<file path="src/rtl/level_sequencer_pkg.sv">
// Shared game definitions: sequencer states, level destination table and
// default sizing constants used by the level sequencer.
package level_sequencer_pkg;

  localparam int DEFAULT_NUM_LEVELS  = 4;
  localparam int DEFAULT_HOLD_FRAMES = 60;

  typedef enum logic [2:0] {
    ST_IDLE,
    ST_LOAD,
    ST_PLAY,
    ST_HOLD,
    ST_WON
  } seq_state_t;

  typedef struct packed {
    logic [11:0] hPos;
    logic [11:0] vPos;
    logic [3:0]  color;
  } level_entry_t;

  // Indices beyond the populated table fall back to the first level.
  function automatic level_entry_t levelEntry(input logic [3:0] idx);
    level_entry_t entry;
    case (idx)
      4'd1:    entry = '{hPos: 12'd500, vPos: 12'd300, color: 4'd4};
      4'd2:    entry = '{hPos: 12'd620, vPos: 12'd420, color: 4'd9};
      4'd3:    entry = '{hPos: 12'd40,  vPos: 12'd440, color: 4'd12};
      default: entry = '{hPos: 12'd100, vPos: 12'd80,  color: 4'd2};
    endcase
    return entry;
  endfunction

endpackage

</file>
<file path="src/rtl/level_sequencer_edge_detect.sv">
// Rising-edge detector with a registered history bit that can be cleared
// synchronously.
module edge_detect (
  input  logic i_clk,
  input  logic i_rst_n,
  input  logic i_clear,
  input  logic i_sig,
  output logic o_rise
);

  logic r_prev;

  always_ff @(posedge i_clk or negedge i_rst_n) begin
    if (!i_rst_n) begin
      r_prev <= 1'b0;
    end else if (i_clear) begin
      r_prev <= 1'b0;
    end else begin
      r_prev <= i_sig;
    end
  end

  assign o_rise = i_sig & ~r_prev;

endmodule

</file>
<file path="src/rtl/level_sequencer.sv">
// Level sequencer: walks through the destination table, holds a blinking
// completion display between levels and reports the win condition.
module level_sequencer
  import level_sequencer_pkg::*;
#(
  parameter int NUM_LEVELS  = DEFAULT_NUM_LEVELS,
  parameter int HOLD_FRAMES = DEFAULT_HOLD_FRAMES
) (
  input  logic        i_clk,
  input  logic        i_rst_n,
  input  logic        i_start,
  input  logic        i_frame_tick,
  input  logic        i_level_complete,
  output logic [11:0] o_dest_hPos,
  output logic [11:0] o_dest_vPos,
  output logic [3:0]  o_rect_color,
  output logic        o_visible,
  output logic [3:0]  o_level_num,
  output logic        o_player_reset,
  output logic        o_game_won
);

  localparam logic [7:0] LAST_FRAME = 8'(HOLD_FRAMES - 1);
  localparam logic [3:0] LAST_LEVEL = 4'(NUM_LEVELS - 1);

  seq_state_t   r_state;
  logic [3:0]   r_levelNum;
  logic [7:0]   r_frameCnt;
  logic [11:0]  r_destH;
  logic [11:0]  r_destV;
  logic [3:0]   r_color;
  logic         r_visible;
  logic         r_playerReset;
  logic         r_gameWon;

  logic         w_rise;
  logic         w_holdDone;
  logic         w_lastLevel;
  logic         w_enterLoad;
  logic [7:0]   w_frameNext;
  level_entry_t w_entry;

  assign w_holdDone  = (r_state == ST_HOLD) && i_frame_tick && (r_frameCnt == LAST_FRAME);
  assign w_lastLevel = (r_levelNum == LAST_LEVEL);
  assign w_frameNext = r_frameCnt + 8'd1;
  assign w_entry     = levelEntry(r_levelNum);

  // History is zeroed on the way into LOAD, so during LOAD it re-samples the
  // flag; a flag still high from the previous level then shows no edge in PLAY.
  assign w_enterLoad = (((r_state == ST_IDLE) || (r_state == ST_WON)) && i_start)
                     || (w_holdDone && !w_lastLevel);

  edge_detect u_completeEdge (
    .i_clk   (i_clk),
    .i_rst_n (i_rst_n),
    .i_clear (w_enterLoad),
    .i_sig   (i_level_complete),
    .o_rise  (w_rise)
  );

  always_ff @(posedge i_clk or negedge i_rst_n) begin
    if (!i_rst_n) begin
      r_state       <= ST_IDLE;
      r_levelNum    <= 4'd0;
      r_frameCnt    <= 8'd0;
      r_destH       <= 12'd0;
      r_destV       <= 12'd0;
      r_color       <= 4'd0;
      r_visible     <= 1'b0;
      r_playerReset <= 1'b0;
      r_gameWon     <= 1'b0;
    end else begin
      r_playerReset <= 1'b0;
      case (r_state)
        ST_IDLE: begin
          r_visible <= 1'b0;
          if (i_start) begin
            r_levelNum <= 4'd0;
            r_state    <= ST_LOAD;
          end
        end
        ST_LOAD: begin
          r_destH       <= w_entry.hPos;
          r_destV       <= w_entry.vPos;
          r_color       <= w_entry.color;
          r_playerReset <= 1'b1;
          r_visible     <= 1'b1;
          r_state       <= ST_PLAY;
        end
        ST_PLAY: begin
          r_visible <= 1'b1;
          if (w_rise) begin
            r_frameCnt <= 8'd0;
            r_state    <= ST_HOLD;
          end
        end
        ST_HOLD: begin
          if (i_frame_tick) begin
            if (r_frameCnt == LAST_FRAME) begin
              r_visible <= 1'b0;
              if (w_lastLevel) begin
                r_gameWon <= 1'b1;
                r_state   <= ST_WON;
              end else begin
                r_levelNum <= r_levelNum + 4'd1;
                r_state    <= ST_LOAD;
              end
            end else begin
              // Blink period is 8 frames on, 8 frames off, starting on.
              r_frameCnt <= w_frameNext;
              r_visible  <= ~w_frameNext[3];
            end
          end
        end
        ST_WON: begin
          r_visible <= 1'b0;
          if (i_start) begin
            r_levelNum <= 4'd0;
            r_gameWon  <= 1'b0;
            r_state    <= ST_LOAD;
          end
        end
        default: begin
          r_state <= ST_IDLE;
        end
      endcase
    end
  end

  assign o_dest_hPos    = r_destH;
  assign o_dest_vPos    = r_destV;
  assign o_rect_color   = r_color;
  assign o_visible      = r_visible;
  assign o_level_num    = r_levelNum;
  assign o_player_reset = r_playerReset;
  assign o_game_won     = r_gameWon;

endmodule

</file>
<file path="config.mk">
export PLATFORM = sky130hd
export DESIGN_NAME = level_sequencer
export DESIGN_NICKNAME = d
export VERILOG_FILES = /design/src/rtl/level_sequencer_pkg.sv /design/src/rtl/level_sequencer_edge_detect.sv /design/src/rtl/level_sequencer.sv
export SDC_FILE = /design/constraint.sdc
export NUM_CORES = 1
export LEC_CHECK = 0
export ABC_AREA = 1
export BUFFER_PORTS_ARGS = -buffer_cell sky130_fd_sc_hd__buf_4
export CORE_ASPECT_RATIO = 1.25
export CORE_UTILIZATION = 35
export CTS_CLUSTER_DIAMETER = 50
export DETAILED_ROUTE_END_ITERATION = 10
export GPL_ROUTABILITY_DRIVEN = 0
export PLACE_DENSITY_LB_ADDON = 0.1
export SLEW_MARGIN = 20
export SYNTH_ARGS = -nofsm -noshare
export SYNTH_HDL_FRONTEND = slang
export SYNTH_SLANG_ARGS = --single-unit
</file>
<file path="constraint.sdc">
create_clock -name i_clk -period 1.8 [get_ports i_clk]
set_input_delay 0.09 -clock i_clk [delete_from_list [all_inputs] [get_ports i_clk]]
set_output_delay 0.09 -clock i_clk [all_outputs]
set_load 0.01 [all_outputs]
</file>
==> results.toml <==
[outcome]
outcome = "completed"

[synthesis]
synth_largest_area_cell = "dfrtp_1"
yosysSeqAreaShare = 0.428
synth_cell_types = 30
synth-edff-count = 0
yosys-top-cells-area = "dfrtp_1 43%, nand2_1 14%, buf_4 8.0%, nor2_1 4.9%, inv_1 4.4%"
synth_top_area_frac = 0.428
syn-instance-count = 216
synth_area_sq_um = 1700
synthTopCellsByCount = "62 x nand2_1, 29 x dfrtp_1, 22 x nor2_1"
async_reset_ff_frac = 1.00
synth_seq_cells = 29
yosysMostFrequentCell = "nand2_1"
yosysWarnings = 0
syn_avg_cell_area_sq_um = 7.85
synth-main-ff-cell = "dfrtp_1"

[drt]
vias = 1334
routedWlPerCell_um = 11.5
vias_per_cell = 4.40
routed_wl_mm = 3.49
dr.first_iter.drc_count = 29
drc_errors = 0
postRouteAntennaNets = 0
first_pass_iters = 4

[sta]
fin_crit_sh = 0.781
setup_viol = 0
rsz0062_at_grt = "no"
timing.final.crit_period_ps = 1410
slew_viol_final = 0
finalHoldViolCount = 0
finClkSkew_ps = 4.23
tns_ps = 0
setup_slack_ps = 394
fmaxAchievable_mhz = 711

[setup_path]
setup.worst_path.start = "r_frameCnt[0]"
crit_required_ps = 1970
cp-end-kind = "flip-flop"
regToRegStartpoint = "r_frameCnt[0]"
reg2reg_depth = 9
crit_path_start_kind = "flip-flop"
cp.arrival_ps = 1580
regToRegSetupSlack_ps = 390
crit_type = "reg -> reg"
cp_max_fo = 5
r2r-end = "o_level_num[3]"

[cts]
clock_sinks = 29
clockRootBuffer = "clkbuf_8"
cts_setup_buffers = 0
clockBufferDepth = 2
htreeDepth = 2
clkSlewWorstSetupHoldPaths_ps = 70
cts_tree = "built"
cts_made_buffers = 5
worst_skew_pair.late_latency_ps = 280

[power_and_ir_drop]
leakagePower_nw = 1.05
power_density_nw_per_um2 = 1620
peakVddDrop_uv = 644

[die]
die_h_um = 79.8
boundaryPins = 40
die_w_um = 64.3
row_count = 27
core_area_sq_um = 4530
initial_core_util = 0.375
design.die.area_sq_um = 5130

[final_layout]
nFillCells = 495
n_antenna_cell = 0
num-nets-final = 253
drive_gt1_frac = 0.245
synthToLayoutAreaGrowth_pct = 19.0

[min_path]
holdPathEnd = "u_completeEdge.r_prev"
hp-start = "i_level_complete"
whs_path_depth = 3
hp-class = "in -> reg"

[grt]
grt_usage = 0.156
grt_pass1_vias = 1314
grt_antenna_before_repair = 0
grt_pass1_wl_mm = 6.07
grt.overflow.total = 0
grt_max_degree = 30

[place]
port_buffers = 30
dpl_worst_slack_ps = 389
dpl.hpwl_mm = 2.57

[run]
maxCapViolations = 0
-- power breakdown --
| group | total [mW] | internal [mW] | switching (mW) |
|---|---|---|---|
| clock | 0.710 | 0.451 | 0.259 |
| combinational | 1.49 | 0.631 | 0.855 |
| sequential | 1.08 | 0.859 | 0.218 |
| total | 3.27 | 1.94 | 1.33 |
-- cells by family after synthesis --
kind of cell | share of synthesized area
AND/OR/NAND/NOR | 0.317
buffers and inverters | 0.143
flip-flops | 0.428
AO/OA/AOI/OAI | 0.0598
XOR/XNOR | 0.0207
adder cells (fa/ha/maj) | 0.0295
other | 0.00221
-- metal layers --
metal	part of all wire	GRT usage	vias to the layer above
met5	0	0	-
met4	0.022	0.0756	0
met2	0.51	0.271	23
met3	0.030	0.0343	9
met1	0.44	0.178	604
li1	-	-	698
-- area by class of cell --
class / instances / area (sq um) / share of cell area
tap: 58 / 72.6 / 0.0360
multi-input combinational: 149 / 757 / 0.375
sequential: 29 / 726 / 0.360
inverter: 27 / 103 / 0.0509
timing repair buffer: 32 / 243 / 0.120
clock inverter: 1 / 30.0 / 0.0149
clock buffer: 7 / 86.3 / 0.0428
-- critical path, stage by stage, from the launching register on --
cell and delay (ps):
dfrtp_1 430, ha_1 250, inv_1 60, nor2_1 40
nand2_2 120, clkinv_2 80, nand3_2 110, nand2_2 100
nand2_1 70, nand2_1 40
-- sequential cells by signal (all words and copies together), names as in the netlist, 3 cells and up --
signal,flops
r_frameCnt,8
o_dest_hPos,4
o_level_num,4
o_dest_vPos,3
o_rect_color,3
r_state,3
-- per-stage QoR --
stage	util	area, sq um	std cells	power [mW]	hold WS [ps]
final	0.446	2020	303	3.27	33.1
after global routing	0.446	2020	303	3.56	36.4
after CTS	0.446	2020	303	3.33	24.9
after detailed placement	0.418	1890	294	2.59	49.3
after global placement	0.418	1890	294	2.59	48.1
after floorplan	-	1730	224	2.12	-206
-- cells in the final DEF (no fill, tap or decap), types with 2 or more instances in the layout --
| master | n |
|---|---|
| conb_1 | 9 |
| nand4_1 | 2 |
| a21oi_1 | 3 |
| inv_1 | 20 |
| xor2_1 | 3 |
| nand2_4 | 2 |
| o21ai_1 | 2 |
| nor2_1 | 22 |
| nand2_1 | 62 |
| inv_2 | 6 |
| ha_1 | 4 |
| nor3b_1 | 3 |
| dfrtp_1 | 29 |
| o211ai_1 | 2 |
| nand3_2 | 2 |
| nand2_2 | 6 |
| nand3_1 | 11 |
| o21ai_0 | 7 |
| buf_4 | 31 |
| clkbuf_8 | 6 |
-- worst max path at each step --
| stage | to |
|---|---|
| final | o_level_num[3] |
| after CTS | o_level_num[3] |
| after detailed placement | o_level_num[0] |
| after floorplan | o_level_num[0] |
| after global routing | o_level_num[3] |
| after global placement | o_level_num[3] |
-- timing repair --
action	4_1_cts	5_1_grt
hold endpoints to repair	29	0
hold buffers	1	0
resized for setup	0	0
(Power assumes the default switching activity.)
